==> config.mk <==
export PLATFORM = sky130hd
export DESIGN_NAME = cordic_sin_seq
export DESIGN_NICKNAME = d
export VERILOG_FILES = /design/src/rtl/cordic_pkg.sv /design/src/rtl/cordic_sin_seq_atan_rom.sv /design/src/rtl/cordic_sin_seq.sv
export SDC_FILE = /design/constraint.sdc
export NUM_CORES = 1
export LEC_CHECK = 0
export CAP_MARGIN = 20
export CORE_ASPECT_RATIO = 0.9
export CORE_MARGIN = 2
export CORE_UTILIZATION = 46
export CTS_CLUSTER_DIAMETER = 80
export DETAILED_ROUTE_END_ITERATION = 10
export PLACE_DENSITY = 0.77
export SLEW_MARGIN = 20
export SYNTH_ARGS = -nofsm -noshare
export SYNTH_HDL_FRONTEND = slang
export SYNTH_SLANG_ARGS = --single-unit
==> constraint.sdc <==
create_clock -name clk -period 7.6 [get_ports clk]
set_input_delay 0.76 -clock clk [delete_from_list [all_inputs] [get_ports clk]]
set_output_delay 0.76 -clock clk [all_outputs]
set_load 0.05 [all_outputs]
==> src/rtl/cordic_pkg.sv <==
// Shared types and constants for the CORDIC sin/cos iteration sequencer.
// The arctangent table holds atan(2^-i) in IEEE-754 single precision.
package cordic_pkg;

    typedef enum logic [2:0] {
        IDLE = 3'd0,
        S0   = 3'd1,
        S1   = 3'd2,
        S2   = 3'd3,
        DONE = 3'd4
    } state_t;

    localparam logic [31:0] K_INIT  = 32'h3F1B74EE;
    localparam logic [31:0] FP_ONE  = 32'h3F800000;
    localparam logic [31:0] FP_HALF = 32'h3F000000;
    localparam logic [31:0] FP_ZERO = 32'h00000000;

    // From i = 12 onward atan(2^-i) rounds to 2^-i exactly in single precision.
    localparam logic [31:0] ATAN_TABLE [32] = '{
        32'h3F490FDB, 32'h3EED6338, 32'h3E7ADBB0, 32'h3DFEADD5,
        32'h3D7FAADE, 32'h3CFFEAAE, 32'h3C7FFAAB, 32'h3BFFFEAB,
        32'h3B7FFFAB, 32'h3AFFFFEB, 32'h3A7FFFFB, 32'h39FFFFFF,
        32'h39800000, 32'h39000000, 32'h38800000, 32'h38000000,
        32'h37800000, 32'h37000000, 32'h36800000, 32'h36000000,
        32'h35800000, 32'h35000000, 32'h34800000, 32'h34000000,
        32'h33800000, 32'h33000000, 32'h32800000, 32'h32000000,
        32'h31800000, 32'h31000000, 32'h30800000, 32'h30000000
    };

    function automatic logic [31:0] fp_neg(input logic [31:0] v);
        return {~v[31], v[30:0]};
    endfunction

endpackage

==> src/rtl/cordic_sin_seq_atan_rom.sv <==
// Combinational lookup of atan(2^-idx) from the shared table.
module cordic_atan_rom
    import cordic_pkg::*;
(
    input  logic [4:0]  idx,
    output logic [31:0] atan
);

    assign atan = ATAN_TABLE[idx];

endmodule

==> src/rtl/cordic_sin_seq.sv <==
// CORDIC rotation-mode sequencer: three shared mul/add operations per iteration,
// with the 2^-i shift kept as a running product halved every iteration.
//
// state | meaning
// IDLE  | waiting for start, shared ports driven to zero
// S0    | xs = x*scale, z += -/+atan_i, latch direction from z sign
// S1    | ys = y*scale, y += -/+xs
// S2    | scale *= 0.5, x += +/-ys, advance or finish
// DONE  | results valid, one-cycle done pulse
module cordic_sin_seq
    import cordic_pkg::*;
#(
    parameter int unsigned N = 16
) (
    input  logic        clk,
    input  logic        reset,
    input  logic        start,
    input  logic [31:0] theta,
    output logic        busy,
    output logic        done,
    output logic [31:0] sin_out,
    output logic [31:0] cos_out,
    output logic [31:0] mul_a,
    output logic [31:0] mul_b,
    input  logic [31:0] mul_p,
    output logic [31:0] add_a,
    output logic [31:0] add_b,
    input  logic [31:0] add_s
);

    localparam logic [4:0] I_LAST = 5'(N - 1);

    state_t      st, st_nxt;
    logic [31:0] x, y, z, scale, xs, ys;
    logic        d;
    logic [4:0]  i;
    logic [31:0] atan;

    cordic_atan_rom u_atan_rom (
        .idx  (i),
        .atan (atan)
    );

    assign busy = (st != IDLE);
    assign done = (st == DONE);

    always_comb begin
        st_nxt = st;
        mul_a  = FP_ZERO;
        mul_b  = FP_ZERO;
        add_a  = FP_ZERO;
        add_b  = FP_ZERO;
        case (st)
            IDLE: begin
                if (start) st_nxt = S0;
            end
            S0: begin
                // Direction is not registered yet here, so use z's sign directly.
                mul_a  = x;
                mul_b  = scale;
                add_a  = z;
                add_b  = z[31] ? atan : fp_neg(atan);
                st_nxt = S1;
            end
            S1: begin
                mul_a  = y;
                mul_b  = scale;
                add_a  = y;
                add_b  = d ? fp_neg(xs) : xs;
                st_nxt = S2;
            end
            S2: begin
                mul_a  = scale;
                mul_b  = FP_HALF;
                add_a  = x;
                add_b  = d ? ys : fp_neg(ys);
                st_nxt = (i == I_LAST) ? DONE : S0;
            end
            DONE: begin
                st_nxt = IDLE;
            end
            default: st_nxt = IDLE;
        endcase
    end

    always_ff @(posedge clk or posedge reset) begin
        if (reset) begin
            st      <= IDLE;
            x       <= FP_ZERO;
            y       <= FP_ZERO;
            z       <= FP_ZERO;
            xs      <= FP_ZERO;
            ys      <= FP_ZERO;
            d       <= 1'b0;
            scale   <= FP_ONE;
            i       <= '0;
            sin_out <= FP_ZERO;
            cos_out <= FP_ZERO;
        end else begin
            st <= st_nxt;
            case (st)
                IDLE: begin
                    if (start) begin
                        x     <= K_INIT;
                        y     <= FP_ZERO;
                        z     <= theta;
                        scale <= FP_ONE;
                        i     <= '0;
                    end
                end
                S0: begin
                    d  <= z[31];
                    xs <= mul_p;
                    z  <= add_s;
                end
                S1: begin
                    ys <= mul_p;
                    y  <= add_s;
                end
                S2: begin
                    scale <= mul_p;
                    x     <= add_s;
                    // x's final value is on add_s this cycle; y settled in S1.
                    if (i == I_LAST) begin
                        cos_out <= add_s;
                        sin_out <= y;
                    end else begin
                        i <= i + 5'd1;
                    end
                end
                default: ;
            endcase
        end
    end

endmodule

==> run summary <==
Synth area leader: dfrtp_1
Initial Utilization: 0.465
Syn Area/Cell: 10.7 um2
Synth async-reset ratio: 1.00
Skew-Pair Late Insertion Delay: 0.54 ns
CP endpoint kind: output port
register area share after synthesis: 0.513
final setup skew: 0.0228 ns
Antenna Diode Count: 0
largest net degree at the start of global routing: 83
initial antenna violation count: 0
DR vias: 10500
Final nets: 1563
R2R Setup Slk: 3.97 ns
Worst setup SP type: flop
clock-pin slew on the worst setup and hold paths: 0.06 ns
Avg WL per Cell: 21.4 um
count leader, synth: nand2_1
CP Data Required Time: 6.84 ns
CTS resizes: 0
CTS tree: built
Final ANT Viol Nets: 0
first-pass GRT wire length: 61.4 mm
initial drt markers: 789
crit path DAT: 4.27 ns
clk root buf: clkbuf_16
final setup violation count: 0
TNS Setup: 0 ns
DRC Markers: 0
RD Place Congestion: 0.850
Synth area leaders: dfrtp_1 50%, mux2_2 17%, nand2_1 7.7%
worst-margin pin slew: 0.985 ns
vias in the first global route: 10400
Hold Vio Cnt, Final: 0
Hold Buf Count CTS: 0
Yosys warning count: 0
Die ar.: 29500 um2
area added between synthesis and finish: 31.5%
GRT overflow: 0
critical path class: flop to output port
met3 GRT Util: 0.0658
max_slew headroom: 0.342
maxcap violations: 0
Core ar.: 27800 um2
first drt pass iteration count: 5
post-CTS setup buffer count: 0
number of synthesized flops with an enable pin: 0
die width: 181 um
share of layout cells above drive strength 1: 0.188
busiest layer in global routing: met2
Synth top area share: 0.499
GR Util met1: 0.353
Synthesized Nets: 1319
Fillers: 2257
Max Freq: 199 MHz
post-layout util: 0.612
DIE HEIGHT: 163 um
Seq cells post-synth: 265
row cnt: 58
average vias per placed instance: 5.70
GR Layer Usage met2: 0.431
register area: 6650 um2
Hold WC Path Type: flop to flop
area of the multi-input gates: 5840 um2
leading cell types by count after synthesis: 264 x nand2_1, 258 x dfrtp_1, 194 x mux2_2, 95 x o21ai_0, 73 x a21oi_1
I/O Pins: 293
clock buffer depth: 3
Port Buf Inserts: 292
crit-path max FO: 61
Max Slew Vio Count: 0
Cells after Synth: 1209
Final min period: 5.03 ns
HPWL after DPL: 26.7 mm
outcome: complete, no violations
number of distinct library cells after synthesis: 53
mapped cell area: 12900 um2
All-Layer GR Usage: 0.263
htree depth: 1
Main synth FF type: dfrtp_1
RSZ-0062 raised after global routing: no
Inserted Clock Buffers: 29
clock sinks: 265
Final period util: 0.661
total length of routed wires: 39.3 mm
-- per-layer routing --
metal | vias up | part of all wire
li1 | 4713 | -
met1 | 5236 | 0.42
met2 | 438 | 0.47
met3 | 66 | 0.084
met4 | 0 | 0.024
met5 | - | 0
-- cells in the final DEF (no fill, tap or decap), types with 2 or more instances in the layout --
master and n:
mux2_2 194, dfstp_2 7, nor3b_4 2, clkdlybuf4s50_1 292, dfrtp_4 3, a221o_1 18
clkbuf_16 29, a311oi_1 2, and3_1 2, nor2_1 6, a21oi_1 73, o2bb2ai_1 4
buf_16 2, dfrtp_1 255, a22o_1 34, nand2_1 263, nand2b_1 8, mux2i_1 39
clkbuf_8 3, nor2b_1 4, bufinv_16 2, clkinv_2 6, clkinvlp_4 2, clkbuf_1 9
buf_4 14, o21ai_1 10, a21o_1 7, o21ai_0 95, nand3_1 2, and2_1 27
a211oi_1 7, inv_1 9, ha_1 11, or3_1 2
-- flip-flops by register name (all words and copies together), names as in the netlist --
register and cells:
cos_out 32, d 1, i 5, scale 32
sin_out 32, st 3, x 32, xs 32
y 32, ys 32, z 32
-- cell families after synthesis --
group	share of synthesized area
fa+ha+maj	0.0106
flops	0.513
mux	0.199
xor+xnor	0.000677
simple gates	0.109
compound gates	0.129
buf+inv	0.0389
-- per-stage QoR --
stage	instances	hold slack (ns)	worst slack (ns)	area, um2
6_report	1834	0.504	2.57	17000
5_1_grt	1834	0.515	2.36	17000
4_1_cts	1832	0.506	2.53	17000
3_5_place_dp	1780	0.492	3.10	16000
3_3_place_gp	1779	0.484	3.13	16000
2_1_floorplan	1209	0.473	3.35	12900
-- path summary, 6_finish.rpt --
kind                                               from                       to  cells after the start
worst max register to register        st[0]$_DFFE_PP0P_       xs[30]$_DFFE_PP0P_                      5
worst max-delay path                  st[1]$_DFFE_PP0P_                mul_b[26]                      5
min in group asynchronous                         reset        z[26]$_DFFE_PP0P_                      2
max in group asynchronous                         reset        st[2]$_DFFE_PP0P_                      3
worst min register to register  cos_out[31]$_DFFE_PP0P_  cos_out[31]$_DFFE_PP0P_                      1
worst min-delay path            cos_out[31]$_DFFE_PP0P_  cos_out[31]$_DFFE_PP0P_                      1
-- worst max-delay path, stage by stage, from the launching register on --
cell and delay (ns):
dfrtp_4 0.64, buf_4 0.69, and3b_4 0.88, buf_4 0.51, a21o_1 0.14, clkdlybuf4s50_1 0.80
-- layout make-up --
cell class                 count  share of cell area
clock buffer                  41              0.0471
tap                          360              0.0265
clock inverter                11             0.00676
sequential                   265               0.391
timing repair buffer         310               0.183
multi-input combinational    837               0.343
inverter                      10             0.00243
Power is left out: the tool's default activity adds up to more than one toggle a clock period on the data nets, which glitch-free logic cannot reach.
